### src/rtl/logic_healthcare_pkg.sv
// Shared types, abnormality bit positions and clinical thresholds for the
// healthcare snapshot controller.
package logic_healthcare_pkg;

   typedef enum logic [1:0] {
      ST_IDLE    = 2'd0,
      ST_CAPTURE = 2'd1,
      ST_REPORT  = 2'd2
   } lhs_state_t;

   localparam int VEC_PRESSURE = 0;
   localparam int VEC_PH       = 1;
   localparam int VEC_FALL     = 2;
   localparam int VEC_TEMP_HI  = 3;
   localparam int VEC_TEMP_LO  = 4;
   localparam int VEC_RARE     = 5;

   localparam logic [5:0] PRESSURE_LO   = 6'd22;
   localparam logic [5:0] PRESSURE_HI   = 6'd35;
   localparam logic [3:0] PH_LO         = 4'd7;
   localparam logic [3:0] PH_HI         = 4'd8;
   localparam logic [7:0] FALL_DIFF_MAX = 8'd16;
   localparam logic [8:0] TEMP_LO       = 9'd35;
   localparam logic [8:0] TEMP_HI       = 9'd38;
   localparam logic [2:0] RARE_O_NEG    = 3'd0;
   localparam logic [2:0] RARE_AB_NEG   = 3'd6;

   function automatic logic [2:0] popcount6(input logic [5:0] v);
      logic [2:0] n;
      n = '0;
      for (int i = 0; i < 6; i++) begin
         n = n + {2'b00, v[i]};
      end
      return n;
   endfunction

endpackage

### src/rtl/lhs_cipher.sv
// Lightweight report scrambler: XOR with the key, then split the result into
// a shifted half and a key-offset half.
module lhs_cipher (
   input  logic [7:0] src,
   input  logic [7:0] key,
   output logic [6:0] dataP,
   output logic [6:0] dataQ
);

   logic [7:0] x;
   logic [5:0] offset;

   assign x      = src ^ key;
   assign offset = x[7:2] + key[5:0];
   assign dataP  = x[7:1];
   assign dataQ  = {x[0], offset};

endmodule

### src/rtl/logic_healthcare_system.sv
// Patient snapshot controller: latch vitals on request, flag abnormalities,
// hold the report until confirmed. Define LHS_ENCRYPT_EN to build the cipher.
//
// state      | meaning
// -----------+---------------------------------------------------
// ST_IDLE    | waiting for request; inputs latched on request
// ST_CAPTURE | one cycle: flags/cipher computed and registered
// ST_REPORT  | outputs held until confirm clears them
module logic_healthcare_system
   import logic_healthcare_pkg::*;
(
   input  logic       clock,
   input  logic       reset,
   input  logic       request,
   input  logic       confirm,
   input  logic       inputdata,
   input  logic [5:0] pressureData,
   input  logic [3:0] bloodPH,
   input  logic [2:0] bloodType,
   input  logic [7:0] fdSensorValue,
   input  logic [7:0] fdFactoryValue,
   input  logic [7:0] factoryBaseTemp,
   input  logic [3:0] factoryTempCoef,
   input  logic [3:0] tempSensorValue,
   input  logic [7:0] key,
   input  logic [7:0] data,
   output logic [2:0] abnormaliryWarning,
   output logic [5:0] abnormaliryVector,
   output logic [6:0] dataP,
   output logic [6:0] dataQ
);

   lhs_state_t state, state_nxt;

   logic [5:0] lat_pressure;
   logic [3:0] lat_ph;
   logic [2:0] lat_type;
   logic [7:0] lat_fd_sensor;
   logic [7:0] lat_fd_factory;
   logic [7:0] lat_base_temp;
   logic [3:0] lat_temp_coef;
   logic [3:0] lat_temp_sensor;

   logic       capture_en;
   logic       clear_en;
   logic [7:0] fd_diff;
   logic [7:0] temp_prod;
   logic [8:0] temp_c;
   logic [5:0] vec_c;

   assign capture_en = (state == ST_IDLE) && request;
   assign clear_en   = (state == ST_REPORT) && confirm;

   always_ff @(posedge clock) begin
      if (reset) begin
         state <= ST_IDLE;
      end else begin
         state <= state_nxt;
      end
   end

   always_comb begin
      state_nxt = state;
      case (state)
         ST_IDLE:    if (request) state_nxt = ST_CAPTURE;
         ST_CAPTURE: state_nxt = ST_REPORT;
         ST_REPORT:  if (confirm) state_nxt = ST_IDLE;
         default:    state_nxt = ST_IDLE;
      endcase
   end

   always_ff @(posedge clock) begin
      if (reset) begin
         lat_pressure    <= '0;
         lat_ph          <= '0;
         lat_type        <= '0;
         lat_fd_sensor   <= '0;
         lat_fd_factory  <= '0;
         lat_base_temp   <= '0;
         lat_temp_coef   <= '0;
         lat_temp_sensor <= '0;
      end else if (capture_en) begin
         lat_pressure    <= pressureData;
         lat_ph          <= bloodPH;
         lat_type        <= bloodType;
         lat_fd_sensor   <= fdSensorValue;
         lat_fd_factory  <= fdFactoryValue;
         lat_base_temp   <= factoryBaseTemp;
         lat_temp_coef   <= factoryTempCoef;
         lat_temp_sensor <= tempSensorValue;
      end
   end

   // Absolute difference and calibrated temperature are widened so neither wraps.
   assign fd_diff   = (lat_fd_sensor >= lat_fd_factory) ? (lat_fd_sensor - lat_fd_factory)
                                                        : (lat_fd_factory - lat_fd_sensor);
   assign temp_prod = {4'b0000, lat_temp_coef} * {4'b0000, lat_temp_sensor};
   assign temp_c    = {1'b0, lat_base_temp} + {1'b0, temp_prod};

   always_comb begin
      vec_c               = '0;
      vec_c[VEC_PRESSURE] = (lat_pressure < PRESSURE_LO) || (lat_pressure > PRESSURE_HI);
      vec_c[VEC_PH]       = (lat_ph < PH_LO) || (lat_ph > PH_HI);
      vec_c[VEC_FALL]     = fd_diff > FALL_DIFF_MAX;
      vec_c[VEC_TEMP_HI]  = temp_c > TEMP_HI;
      vec_c[VEC_TEMP_LO]  = temp_c < TEMP_LO;
      vec_c[VEC_RARE]     = (lat_type == RARE_O_NEG) || (lat_type == RARE_AB_NEG);
   end

   always_ff @(posedge clock) begin
      if (reset || clear_en) begin
         abnormaliryVector  <= '0;
         abnormaliryWarning <= '0;
      end else if (state == ST_CAPTURE) begin
         abnormaliryVector  <= vec_c;
         abnormaliryWarning <= popcount6(vec_c);
      end
   end

`ifdef LHS_ENCRYPT_EN
   logic       lat_sel;
   logic [7:0] lat_key;
   logic [7:0] lat_data;
   logic [7:0] cipher_src;
   logic [6:0] cipher_p;
   logic [6:0] cipher_q;

   always_ff @(posedge clock) begin
      if (reset) begin
         lat_sel  <= 1'b0;
         lat_key  <= '0;
         lat_data <= '0;
      end else if (capture_en) begin
         lat_sel  <= inputdata;
         lat_key  <= key;
         lat_data <= data;
      end
   end

   // In record mode the cipher consumes the vector being registered this cycle.
   assign cipher_src = lat_sel ? lat_data : {2'b00, vec_c};

   lhs_cipher u_cipher (
      .src   (cipher_src),
      .key   (lat_key),
      .dataP (cipher_p),
      .dataQ (cipher_q)
   );

   always_ff @(posedge clock) begin
      if (reset || clear_en) begin
         dataP <= '0;
         dataQ <= '0;
      end else if (state == ST_CAPTURE) begin
         dataP <= cipher_p;
         dataQ <= cipher_q;
      end
   end
`else
   logic unused_cipher_in;
   assign unused_cipher_in = ^{key, data, inputdata};
   assign dataP = '0;
   assign dataQ = '0;
`endif

endmodule

### config.mk
export PLATFORM = sky130hd
export DESIGN_NAME = logic_healthcare_system
export DESIGN_NICKNAME = d
export VERILOG_FILES = /design/src/rtl/logic_healthcare_pkg.sv /design/src/rtl/lhs_cipher.sv /design/src/rtl/logic_healthcare_system.sv
export SDC_FILE = /design/constraint.sdc
export NUM_CORES = 1
export LEC_CHECK = 0
export CORE_MARGIN = 4
export CORE_UTILIZATION = 45
export DETAILED_ROUTE_END_ITERATION = 8
export PLACE_DENSITY = 0.73
export RECOVER_POWER = 50
export SLEW_MARGIN = 20
export SYNTH_ARGS = -nofsm -noshare
export SYNTH_HDL_FRONTEND = slang
export SYNTH_SLANG_ARGS = --single-unit
### constraint.sdc
create_clock -name clock -period 7.8 [get_ports clock]
set_clock_uncertainty 0.05 [all_clocks]
set_input_delay 1.56 -clock clock [delete_from_list [all_inputs] [get_ports clock]]
set_output_delay 1.56 -clock clock [all_outputs]
set_load 0.02 [all_outputs]
==> metrics.txt, run 1 <==
CTS HTree Levels=2; Crit. End Element=flop; Worst-Margin Slew=2.07 ns; number of synthesized register bits=55; R2R depth=18; Worst path slowest cell=fa_1; largest net degree at the start of global routing=48; Hold WS=0.408 ns; YS warnings=0; syn avg cell area=7.71 µm²; Die Span X=99.4 µm; CP peak stage delay=0.53 ns; vias in the first global route=3103; remaining antenna violation count=0; Routed WL per cell=12.3 µm; worst path bufs/invs=1; CP required=approximately 8 ns; global-route wire length before repair=13.6 mm; Max Transition Viols Final=48; hpwl dp=roughly 6.1 mm; startpoint types=flop; Main synth FF type=dfxtp_1; Leak=around 0.0019 µW; Levels on crit path=18; Mapped Cells=488; First-pass DRT Iterations=4; CP Max Fanout=5; gpl congestion=0.814; post-layout util=54.0%; number of flops mapped to enable cells by yosys=0; clock root cell=clkbuf_8; kind of critical path=reg -> reg; Worst Slack Setup Final=roughly 2.5 ns; # hold bufs at CTS=0; pre-CTS WS=2.45 ns; Die ar.=9880 µm²; crit path DAT=5.50 ns; Initial Utilization=46.0%; antenna fix cells=0; CTS buffer count=5; CTS Buffer Depth=2; Port-buffer cells=56; failing checks=max-capacitance violations, max-slew violations; Chip Height=slightly below 100 µm; maxcap violations=1; HP Start=lat_base_temp[6]; Post-Syn Area=3760 µm²; CTS tree=built; Top cell by count, worst path=fa_1; Row Count=33; Detailed Route WL=around 7.9 mm; Sink Count=55; worst reg-to-reg setup slack=~2.5 ns; Power Density=160 nW/µm²; fin crit share=approximately two thirds; clock slew at reported path FFs=0.10 ns; violation count after the first detailed-route iteration=182; Final setup viols=0; fmax=0.188 GHz; final count of hold timing violations=0; most common cell after layout, fill and taps aside=nand2_1; layout cells sized above 1=3.75%; worst hold-check path type=reg -> reg; vias=3202; relative slew slack=-38.2%; Total GRT Usage=approximately 16%; start of the worst register-to-register path=lat_temp_coef[0]; delay-heaviest family, CP=adder cells; total grt overflow=0; worst path cell trace=nand2_1 -> fa_1 -> fa_1 -> fa_1 -> inv_1 -> ha_1 -> nor2b_1 -> o21a_1 -> o21ai_1 -> mux2i_1 -> nor4_4 -> nand2_1 -> fa_1 -> fa_1 -> ha_1 -> fa_1 -> nand2_1 -> a21oi_1; fin nets=646; status=finished with violations; Hold Path Sink=lat_base_temp[6]; Skew-Pair Late Insertion Delay=about 0.31 ns; core box area=8180 µm²; most used cells in the layout excluding fill and tap cells=119 x nand2_1, 66 x a21oi_1, 55 x dfxtp_1; Yosys cell types=49; Tmin final=5.31 ns; cts repair resizes=0; Ports=89; sequential-to-total area share from yosys stat=between 20% and 30%; share of flip-flops with an asynchronous set or reset=0%; antenna violations before repair=1; setup_tns=0 ns; hold depth=2; P&R area growth vs syn=17.4%; Peak VDD IR=87.1 µV; RR Endpoint=abnormaliryWarning[1]; Via density=approximately 5.0; RSZ-0062 raised after global routing=false; drt drc=0; Post CTS Setup Buffer Count=0
worst max-delay path by stage:
stage                  startpoint                    end  slack [ns]
2_1_floorplan    lat_temp_coef[0]  abnormaliryWarning[1]        2.73
3_3_place_gp   lat_temp_sensor[3]  abnormaliryWarning[1]        2.56
3_5_place_dp     lat_temp_coef[0]  abnormaliryWarning[1]        2.45
4_1_cts          lat_temp_coef[0]  abnormaliryWarning[1]        2.43
5_1_grt        lat_temp_sensor[3]  abnormaliryWarning[1]        2.16
6_report         lat_temp_coef[0]  abnormaliryWarning[1]        2.49
power by group:
part	switching, µW	internal [µW]	total [µW]
Clock	96.6	63.2	160
Sequential	14.3	301	315
Combinational	128	104	232
Total	238	468	707
metal layers:
layer | wire length, µm | global-route usage [%] | vias up
met1 | 3780 | 22.3 | 1456
met2 | 3440 | 26.9 | 86
met5 | 8 | 0 | -
met3 | 560 | 3.65 | 8
li1 | - | - | 1650
met4 | 59 | 3.15 | 2
stage by stage:
stage	instance area [µm²]	power, µW	cells
after floorplan	3810	491	501
after global placement	4330	546	631
after detailed placement	4330	554	631
after CTS	4420	715	639
after global routing	4410	757	639
final	4410	707	639
state kept, by name, summed over array words and instances (netlist names), 4 cells and up:
register / flops
lat_base_temp: 8
lat_fd_factory: 8
lat_fd_sensor: 8
abnormaliryVector: 6
lat_pressure: 5
lat_ph: 4
lat_temp_coef: 4
lat_temp_sensor: 4
cell families (layout without fill, tap and decap cells):
family                   Yosys count  count (layout)  synth area share [%]
AND/OR/NAND/NOR                  192             192                  23.8
AO/OA/AOI/OAI                    101             101                  15.7
buffers and inverters             79             112                  9.58
flip-flops                        55              55                  29.3
adder cells (fa/ha/maj)           47              47                  18.4
XOR/XNOR                           9               9                  2.10
multiplexers                       4               4                  1.06
other                              1              14                0.0997
worst reg2reg max path: stages, from the launching register on:
cell and delay [ns]:
dfxtp_1 0.40, nand2_1 0.11, fa_1 0.52, fa_1 0.51
fa_1 0.51, inv_1 0.04, ha_1 0.32, nor2b_1 0.16
o21a_1 0.18, o21ai_1 0.14, mux2i_1 0.13, nor4_4 0.27
nand2_1 0.11, fa_1 0.53, fa_1 0.41, ha_1 0.20
fa_1 0.47, nand2_1 0.05, a21oi_1 0.14
Yosys cell counts, types with 6 or more instances:
library cell	number	share of area (%)
inv_1	45	4.5
o21ai_0	8	1.1
and2_1	14	2.3
ha_1	33	11
nand2_1	119	12
nand2b_1	8	1.3
nor2_1	23	2.3
nor2b_1	7	1.2
buf_4	14	2.8
xor2_1	6	1.4
fa_1	14	7.5
clkbuf_1	15	1.5
a21oi_1	66	8.8
dfxtp_1	55	29
area by class of cell:
cell class / instances / area (µm²)
well taps: 105 / 131
repair buffers: 59 / 579
flip-flops and latches: 55 / 1100
multi-input cells: 367 / 2350
clock inverters: 2 / 12.5
fillers: 846 / 3760
clock buffers: 6 / 72.6
inverters: 45 / 169
Note: power is estimated with default switching activity, not from simulation.
==> inputs of run 2 (changes only) <==
Settings changed: PLACE_DENSITY 0.73 to 0.76.
Clock period 7.8 ns to 4.71 ns, I/O delays scaled along.
==> run 2 against run 1 <==
  * The run ends with max-capacitance violations, max-slew violations, negative setup slack left
  * Sequential power increased by 66%
  * Register-to-register slack worse by 2.8 ns
  * Flip-flop and latch count did not move
  * Fmax grew 5.7%
==> metrics.txt, run 2 (synthesis results as in run 1) <==
status=finished with violations; failing checks=max-capacitance violations, max-slew violations, negative setup slack; DP Area=4450 µm² (+2.7%); remaining antenna violation count=0 (unchanged); worst reg-to-reg setup slack=-0.31 ns (-2.80 ns); CTS tree=built; Routed WL per cell=12.1 µm (-1.9%); kind of critical path=reg -> reg; Chip Height=99.4 µm (unchanged); most common cell after layout, fill and taps aside=nand2_1; violation count after the first detailed-route iteration=158 (-13%); hpwl dp=6.21 mm (+2.2%); RSZ-0062 raised after global routing=true; Power Density=262 nW/µm² (+64%); Final Non-Filler Cells=650 (+1.7%); Leak=0.00193 µW (+2.2%); worst path cell trace=nand2_2 -> fa_1 -> fa_1 -> fa_1 -> inv_2 -> ha_4 -> nor2b_4 -> o21a_1 -> o21ai_2 -> mux2i_2 -> nor4_4 -> nand2_1 -> fa_1 -> fa_1 -> ha_2 -> fa_1 -> nand2_1 -> a21oi_1; Via density=4.94 (-1.5%); Tmin final=5.02 ns (-0.287 ns); Die Span X=99.4 µm (unchanged); HP Start=lat_base_temp[6]; hold depth=2 (unchanged); CP Max Fanout=3 (-2); Hold WS=0.415 ns (+0.00704 ns); antenna violations before repair=0 (-1); cell area after layout=4580 µm² (+3.8%); Max Transition Viols Final=46 (-4.2%); Port-buffer cells=56 (unchanged); Sink Count=55 (unchanged); worst path bufs/invs=1 (unchanged); R2R depth=18 (unchanged); worst hold-check path type=reg -> reg; antenna fix cells=0 (unchanged); total grt overflow=0 (unchanged); Crit. End Element=flop; maxcap violations=1 (unchanged); final count of hold timing violations=0 (unchanged); Die ar.=9880 µm² (unchanged); crit path DAT=5.22 ns (-0.28 ns); layout cells sized above 1=9.54% (+5.8 points); CP peak stage delay=0.55 ns (+0.02 ns); delay-heaviest family, CP=adder cells; most used cells in the layout excluding fill and tap cells=117 x nand2_1, 65 x a21oi_1, 51 x clkdlybuf4s50_1; Skew-Pair Late Insertion Delay=0.32 ns (about the same); Hold Path Sink=lat_base_temp[6]; vias=3209 (+0.22%); startpoint types=flop; Total GRT Usage=15.9% (-0.52 points); largest net degree at the start of global routing=48 (unchanged); fmax=0.199 GHz (+5.7%); Worst Slack Setup Final=-0.309 ns (-2.80 ns); Worst-Margin Slew=1.88 ns (-0.189 ns); relative slew slack=-25.6% (+13 points); Post CTS Setup Buffer Count=0 (unchanged); fin nets=657 (+1.7%); global-route wire length before repair=12.9 mm (-4.9%); CTS HTree Levels=2 (unchanged); clock root cell=clkbuf_8; core box area=8180 µm² (unchanged); Placed Cells=642 (+1.7%); Ports=89 (unchanged); Initial Utilization=46.0% (unchanged); Peak VDD IR=159 µV (+82%); drt drc=0 (unchanged); pre-CTS WS=-0.377 ns (-2.82 ns); clock slew at reported path FFs=0.11 ns (about the same); CP required=4.91 ns (-3.09 ns); First-pass DRT Iterations=4 (unchanged); fin crit share=107% (+39 points); Row Count=33 (unchanged); CTS Buffer Depth=2 (unchanged); Detailed Route WL=7.84 mm (-0.20%); P&R area growth vs syn=21.8%; Largest regs=lat_base_temp (8), lat_fd_factory (8), lat_fd_sensor (8); RR Endpoint=abnormaliryWarning[1]; start of the worst register-to-register path=lat_temp_sensor[3]; gpl congestion=0.889 (+9.2%); Top cell by count, worst path=fa_1; vias in the first global route=2873 (-7.4%); Worst path slowest cell=fa_1; CTS buffer count=5 (unchanged); Final setup viols=2 (+2)
==> run 2: cell types whose count changed in the layout (fill, tap and decap cells not counted), sizes merged <==
cell and delta:
buf +11, clkbuf -1, clkdlybuf4s50 +4, clkinvlp -1, dlygate4sd3 -4, inv +2
==> run 2: layout make-up <==
cell class              instances  area, µm²
fillers                       763       3590
multi-input cells             367       2420
flip-flops and latches         55       1110
repair buffers                 70        662
inverters                      45        169
well taps                     105        131
clock buffers                   5       68.8
clock inverters                 3       22.5
==> run 2: layer usage <==
metal	wire length, µm	track usage (%)	share of wire (%)	vias up
li1	-	-	-	1670
met1	3830	22.3	49	1447
met2	3430	23.9	44	77
met3	390	3.16	5.0	15
met4	187	6.30	2.4	0
met5	0	0	0	-
==> run 2: per-stage QoR <==
stage | setup TNS [ns] | utilization (%) | power [µW]
global placement | -0.341 | 54.5 | 920
global route | -1.00 | 56.0 | 1280
finish | -0.494 | 56.0 | 1200
CTS | -0.556 | 55.7 | 1210
floorplan | -0.138 | - | 818
detailed placement | -0.701 | 54.5 | 933
==> run 2: worst reg2reg max path: cells and delay by family (launching register included) <==
kind	cells	cell delay (ns)
simple gates	5	0.52
mux	1	0.16
fa+ha+maj	8	3.44
flops	1	0.36
buf+inv	1	0.04
compound gates	3	0.38
==> run 2: repair_timing <==
item                       4_1_cts  5_1_grt
setup endpoints to repair        3        3
pin swaps                        0        1
gates cloned                     0        0
gates resized for setup          3       12
hold buffers                     0        0
==> run 2: power by group <==
part	switching, µW	internal [µW]
Sequential	23.3	499
Combinational	217	187
Clock	168	108
==> run 2: worst max-delay path by stage <==
stage	from	to	slack, ns	cells past startpoint
3_5_place_dp	lat_temp_sensor[2]	abnormaliryWarning[1]	-0.38	18
6_report	lat_temp_sensor[3]	abnormaliryWarning[1]	-0.31	18
3_3_place_gp	lat_temp_sensor[2]	abnormaliryWarning[1]	-0.22	18
2_1_floorplan	lat_temp_sensor[3]	abnormaliryWarning[1]	-0.12	18
5_1_grt	lat_temp_sensor[3]	abnormaliryWarning[1]	-0.48	18
4_1_cts	lat_temp_coef[1]	abnormaliryWarning[1]	-0.33	18
